## src/rtl/xbar_sched_if.sv

```systemverilog
// Crossbar scheduler bus bundle.
//   req   [16] req[i*4+j]  : input i head flit is destined for output j
//   tail  [4]  tail[i]     : head flit of input i ends its packet
//   ordy  [4]  ordy[j]     : output j can accept a flit this cycle
//   grant [16] grant[j*4+i]: output j is locked to input i
//   ack   [4]  ack[i]      : head flit of input i moves this cycle
//   ovld  [4]  ovld[j]     : a flit moves to output j this cycle
//   err   [4]  err[j]      : sticky, output j had a timeout release
// master drives requests and observes the schedule; slave is the scheduler.
interface xbar_sched_if;
  logic [15:0] req;
  logic [3:0]  tail;
  logic [3:0]  ordy;
  logic [15:0] grant;
  logic [3:0]  ack;
  logic [3:0]  ovld;
  logic [3:0]  err;

  modport master (
    output req, tail, ordy,
    input  grant, ack, ovld, err
  );

  modport slave (
    input  req, tail, ordy,
    output grant, ack, ovld, err
  );
endinterface

```

## src/rtl/xbar_sched.sv

```systemverilog
// 4x4 crossbar output scheduler with packet-granular locking.
// Each output arbitrates round-robin among requesting inputs while idle,
// then stays locked to the winner until the tail flit transfers or the
// output stalls TMO consecutive locked cycles (forced release, sticky err).
// Ports:
//   clk : sole clock, rising edge
//   rst : synchronous, active-low reset
//   bus : xbar_sched_if slave modport (req/tail/ordy in, grant/ack/ovld/err out)
// Parameter:
//   TMO : stalled locked cycles before forced release (2..255)
module xbar_sched #(
  parameter int unsigned TMO = 16
) (
  input  logic        clk,
  input  logic        rst,
  xbar_sched_if.slave bus
);

  localparam logic [0:0] IDLE = 1'b0;
  localparam logic [0:0] LOCK = 1'b1;
  localparam logic [7:0] TMO_LAST = 8'(TMO - 1);

  logic [0:0] state_q [4];
  logic [0:0] state_d [4];
  logic [1:0] owner_q [4];
  logic [1:0] owner_d [4];
  logic [1:0] ptr_q   [4];
  logic [1:0] ptr_d   [4];
  logic [7:0] cnt_q   [4];
  logic [7:0] cnt_d   [4];
  logic [3:0] err_q;
  logic [3:0] err_d;

  // Per-output views: req_by_out[j][i] = request of input i for output j,
  // own_by_out[j][i] = output j is locked to input i.
  logic [3:0][3:0] req_by_out;
  logic [3:0][3:0] own_by_out;
  logic [3:0]      xfer;
  logic [3:0]      busy;
  logic [3:0]      ack_v;
  logic [3:0]      picked;

  for (genvar j = 0; j < 4; j++) begin : g_out
    for (genvar i = 0; i < 4; i++) begin : g_in
      assign req_by_out[j][i] = bus.req[i*4+j];
      assign own_by_out[j][i] = (state_q[j] == LOCK) && (owner_q[j] == 2'(i));
      assign bus.grant[j*4+i] = own_by_out[j][i];
    end
  end

  always_comb begin
    xfer  = '0;
    busy  = '0;
    ack_v = '0;
    for (int unsigned j = 0; j < 4; j++) begin
      xfer[j] = (state_q[j] == LOCK) && req_by_out[j][owner_q[j]] && bus.ordy[j];
      busy    = busy | own_by_out[j];
      if (xfer[j]) begin
        ack_v = ack_v | own_by_out[j];
      end
    end
  end

  assign bus.ack  = ack_v;
  assign bus.ovld = xfer;
  assign bus.err  = err_q;

  // Outputs resolve in index order; an input won by a lower output this
  // cycle is masked from the higher ones so no input gets two grants.
  always_comb begin : arb
    logic       found;
    logic [1:0] win;
    logic [1:0] cand;
    picked = '0;
    err_d  = err_q;
    found  = 1'b0;
    win    = '0;
    cand   = '0;
    for (int unsigned j = 0; j < 4; j++) begin
      state_d[j] = state_q[j];
      owner_d[j] = owner_q[j];
      ptr_d[j]   = ptr_q[j];
      cnt_d[j]   = cnt_q[j];
      if (state_q[j] == IDLE) begin
        cnt_d[j] = '0;
        found    = 1'b0;
        win      = '0;
        for (int unsigned k = 0; k < 4; k++) begin
          cand = ptr_q[j] + 2'(k);
          if (!found && req_by_out[j][cand] && !busy[cand] && !picked[cand]) begin
            found = 1'b1;
            win   = cand;
          end
        end
        if (found) begin
          state_d[j]  = LOCK;
          owner_d[j]  = win;
          picked[win] = 1'b1;
        end
      end else begin
        if (xfer[j]) begin
          // A transfer always wins over a timeout in the same cycle.
          cnt_d[j] = '0;
          if (bus.tail[owner_q[j]]) begin
            state_d[j] = IDLE;
            ptr_d[j]   = owner_q[j] + 2'd1;
          end
        end else if (cnt_q[j] == TMO_LAST) begin
          state_d[j] = IDLE;
          ptr_d[j]   = owner_q[j] + 2'd1;
          cnt_d[j]   = '0;
          err_d[j]   = 1'b1;
        end else begin
          cnt_d[j] = cnt_q[j] + 8'd1;
        end
      end
    end
  end

  always_ff @(posedge clk) begin
    if (!rst) begin
      for (int unsigned j = 0; j < 4; j++) begin
        state_q[j] <= IDLE;
        owner_q[j] <= '0;
        ptr_q[j]   <= '0;
        cnt_q[j]   <= '0;
      end
      err_q <= '0;
    end else begin
      for (int unsigned j = 0; j < 4; j++) begin
        state_q[j] <= state_d[j];
        owner_q[j] <= owner_d[j];
        ptr_q[j]   <= ptr_d[j];
        cnt_q[j]   <= cnt_d[j];
      end
      err_q <= err_d;
    end
  end

endmodule

```

## src/flat_wrapper.sv

```systemverilog
// flat-port wrapper written by rule: the top's interface ports become plain ports
module xbar_sched_flat 
#(
  parameter int unsigned TMO = 16
)
  (clk, rst, bus_req, bus_tail, bus_ordy, bus_grant, bus_ack, bus_ovld, bus_err);
  xbar_sched_if bus_i ();
  input  logic clk;
  input  logic rst;
  input wire logic [$bits(bus_i.req)-1:0] bus_req;
  input wire logic [$bits(bus_i.tail)-1:0] bus_tail;
  input wire logic [$bits(bus_i.ordy)-1:0] bus_ordy;
  output wire logic [$bits(bus_i.grant)-1:0] bus_grant;
  output wire logic [$bits(bus_i.ack)-1:0] bus_ack;
  output wire logic [$bits(bus_i.ovld)-1:0] bus_ovld;
  output wire logic [$bits(bus_i.err)-1:0] bus_err;
  assign bus_i.req = bus_req;
  assign bus_i.tail = bus_tail;
  assign bus_i.ordy = bus_ordy;
  assign bus_grant = bus_i.grant;
  assign bus_ack = bus_i.ack;
  assign bus_ovld = bus_i.ovld;
  assign bus_err = bus_i.err;
  xbar_sched #(.TMO(TMO)) u_core (.clk(clk), .rst(rst), .bus(bus_i));
endmodule
```

## config.mk

```make
export PLATFORM = sky130hd
export DESIGN_NAME = xbar_sched_flat
export DESIGN_NICKNAME = d
export VERILOG_FILES = /design/src/rtl/xbar_sched_if.sv /design/src/rtl/xbar_sched.sv /design/src/flat_wrapper.sv
export SDC_FILE = /design/constraint.sdc
export NUM_CORES = 1
export LEC_CHECK = 0
export BUFFER_PORTS_ARGS = -buffer_cell sky130_fd_sc_hd__buf_2
export CORE_AREA = 2 2 95 97
export CTS_CLUSTER_DIAMETER = 120
export DETAILED_ROUTE_END_ITERATION = 8
export DIE_AREA = 0 0 97 99
export HOLD_SLACK_MARGIN = 0.1
export PLACE_DENSITY = 0.76
export SYNTH_ARGS = -nofsm -noshare
export SYNTH_HDL_FRONTEND = slang
export SYNTH_SLANG_ARGS = --single-unit
export TNS_END_PERCENT = 100
```

## constraint.sdc

```tcl
create_clock -name clk -period 4.95 [get_ports clk]
set_clock_uncertainty 0.2 [all_clocks]
set_input_delay 0.495 -clock clk [delete_from_list [all_inputs] [get_ports clk]]
set_output_delay 0.495 -clock clk [all_outputs]
set_load 0.03 [all_outputs]
```

==> summary.txt <==
Detailed routing
  • Detailed-router iteration count before antenna repair: 5
  • Wire per inst: 20.06 um
  • Vias per inst: 6.392
  • Post-Route WL: 16130 um
  • Antenna-violating nets left: 0
  • Vias post-DR: 5139
  • Drt drc: 0
  • Drt first-iter violations: 325

CTS
  • Root Buffer Master: clkbuf_8
  • Clk Latency, worst-skew pair: 320 ps
  • CTS buffer count: 5
  • Clock Path Buffers: 2
  • Clock Sinks: 56
  • Clk slew on worst S/H paths: 90 ps
  • # H-tree levels: 2
  • CTS tree: done
  • Cts hold-fix bufs: 0

STA
  • Final setup vio count: 3
  • Final Critical Period: 5461 ps
  • Final period util: 110.3%
  • Max Clk Rate: 0.1831 GHz
  • RSZ-0062 raised after global routing: true
  • Slack of the critical path: -510.7 ps
  • Final Slew Violations: 0
  • Worst Max-Slew Pin Slew: 845.7 ps
  • Hold Vio Cnt, Final: 0
  • Rel. slew slack: 43.62%
  • Setup TNS: -1403 ps

Placement
  • Final HPWL DP: 11150 um
  • Total placed cells including tap cells: 775
  • Gpl congestion: 0.9574
  • DP Worst Slack: -409.2 ps
  • I/O Buffers: 53

Worst setup path
  • Worst Setup Start Kind: flop
  • Critical Path Fanout Max: 6
  • Crit. End Element: flop
  • Worst endpoint data arrival time: 5430 ps
  • CP Class: flop to flop
  • Worst endpoint required time: 4920 ps

Outcome
  • Failing checks: negative setup slack
  • Status: finished, violations left

Floorplan
  • Core footprint: 8551 um2
  • Row count: 34
  • Die width: 97 um
  • Die height: 99 um
  • Initial Utilization: 52.59%
  • I/O pins: 54
  • Die area: 9603 um2

Yosys
  • Ys Warns: 0
  • Yosys top cell area share: 24.93%
  • Avg Cell Area, Syn: 8.421 um2
  • Mapped cell area: 4497 um2
  • Sequential area share after synthesis: 24.93%
  • Mapped Nets: 580
  • Synthesis-stage register bit count: 56
  • Main area contributors after synthesis: dfxtp_1 (25%), nor2_1 (6.1%), ha_1 (5.6%)
  • Most frequent cell after synthesis: nor2_1
  • Post-synth EDFFs: 0
  • Synth cell types: 84
  • Post-Syn Instances: 534
  • Top FF cell, synth: dfxtp_1
  • Post-synth top cells: nor2_1 (73), dfxtp_1 (56), nand2_1 (35)
  • Asr flop ratio synth: 0%
  • Largest area contributor in the netlist: dfxtp_1

Final layout
  • ANT cells: 0
  • P&R area growth vs syn: 45.08%
  • # nets final: 742
  • Share of post-route cells with drive strength above 1: 44.54%
  • Final non-filler cell total: 804

Power and ir drop
  • P per Cell Area: 641.1 nW/um2
  • P_leak: 2.677 nW
  • Max VDD drop: 0.0004193 V

Global route
  • Grt total ovfl: 0
  • Number of global-route vias before repair: 4948
  • Pin count of the biggest net entering global routing: 22
  • First-pass GRT wire length: 24430 um
  • Initial antenna violation count: 0
  • Overall routing resource usage: 30.76%

Run
  • Max-cap violations: 0

Hold path
  • Hold WC Path Type: flop to flop
## kinds of logic (layout without fill, tap and decap cells)
| logic type | Yosys count | in the layout | share of synthesized area (%) |
|---|---|---|---|
| and+or+nand+nor | 230 | 230 | 26.46 |
| AOI/OAI and AO/OA | 136 | 136 | 27.41 |
| muxes | 20 | 20 | 6.010 |
| DFF | 56 | 56 | 24.93 |
| buffers and inverters | 46 | 208 | 4.396 |
| adders and majority gates | 20 | 20 | 5.565 |
| xor gates and xnor gates | 26 | 26 | 5.231 |
## final cells by class
class                           instances  area, um2
Fill cell                             564       2027
Multi-Input combinational cell        432       3775
Clock buffer                            5      68.82
Sequential cell                        56       1136
Timing Repair Buffer                  178       1262
Inverter                               23      86.33
Clock inverter                          2      60.06
Tap cell                              108      135.1
## routing by layer
| metal | global-route usage [%] | vias to the layer above | part of all wire, % | wire, um |
|---|---|---|---|---|
| li1 | - | 2301 | - | - |
| met1 | 38.16 | 2467 | 39 | 6258 |
| met2 | 54.17 | 295 | 49 | 7970 |
| met3 | 4.326 | 76 | 7.6 | 1218 |
| met4 | 11.81 | 0 | 4.2 | 683 |
| met5 | 0 | - | 0 | 0 |
## cell usage in the layout (no fill, tap or decap), types with 6 or more instances in the layout
cell type and count:
a21o_1 7, a211oi_2 6, and2_1 19, nor3_1 8, inv_1 19, dfxtp_2 6, nor4_1 7, nand3_1 28
a22oi_1 9, nand2_1 35, xnor2_1 10, mux2i_1 11, a211oi_1 6, nand3_2 6, buf_4 114, a21oi_1 17
dfxtp_1 48, and3_1 11, buf_6 9, ha_2 10, xor2_1 15, buf_2 53, a22oi_2 7, nand4_1 7
nor2_1 71
## repair_timing
| action | 4_1_cts | 5_1_grt |
|---|---|---|
| setup buffers | 14 | 8 |
| endpoints found under the setup margin | 3 | 3 |
| pin swaps | 39 | 21 |
| resized for setup | 67 | 41 |
## worst max-delay path, cell delays in order (launching register included)
cell	delay [ps]
dfxtp_2	370
inv_1	90
ha_2	200
a22oi_2	170
buf_4	170
nand3_4	150
a41o_1	320
nor3_2	240
buf_4	160
o211a_1	170
o31a_1	270
a221oi_4	130
nor3_4	500
a21oi_4	130
buf_6	160
a221oi_4	320
o31ai_4	130
o21a_2	250
o41ai_4	370
o21a_1	270
a211oi_2	80
a2111oi_4	350
a211oi_2	110
## worst paths after layout
kind         slack (ps)                           endpoint                              start  depth (start not counted)
max                -510  u_core.owner_q[0][6]$_SDFFE_PN0P_  u_core.owner_q[0][7]$_SDFFE_PN0P_                         22
min                 250     u_core.cnt_q[0][16]$_SDFF_PP0_     u_core.cnt_q[0][16]$_SDFF_PP0_                          1
max reg2reg        -510  u_core.owner_q[0][6]$_SDFFE_PN0P_  u_core.owner_q[0][7]$_SDFFE_PN0P_                         22
min reg2reg         250     u_core.cnt_q[0][16]$_SDFF_PP0_     u_core.cnt_q[0][16]$_SDFF_PP0_                          1
## where the power goes
| part | leakage [nW] | switching, mW | internal [mW] | total [mW] |
|---|---|---|---|---|
| clock | 0.0642 | 0.150 | 0.199 | 0.349 |
| sequential | 0.459 | 0.0900 | 0.513 | 0.603 |
| combinational | 2.15 | 1.74 | 1.49 | 3.23 |
## sequential cells by signal (all words and copies together) (netlist names)
| signal | flops |
|---|---|
| u_core.cnt_q | 32 |
| u_core.owner_q | 8 |
| u_core.ptr_q | 8 |
| u_core.bus.err | 4 |
| u_core.state_q | 4 |
## through the flow
step                utilization (%)  cell area [um2]  power (mW)  hold WS, ps
floorplan                         -             4611       2.127        213.0
global placement              66.20             5660       3.025        227.3
detailed placement            66.20             5660       3.064        233.0
CTS                           73.08             6248       3.799        248.6
global route                  76.30             6524       4.380        270.6
finish                        76.30             6524       4.182        245.8
Note: power is estimated with default switching activity, not from simulation.
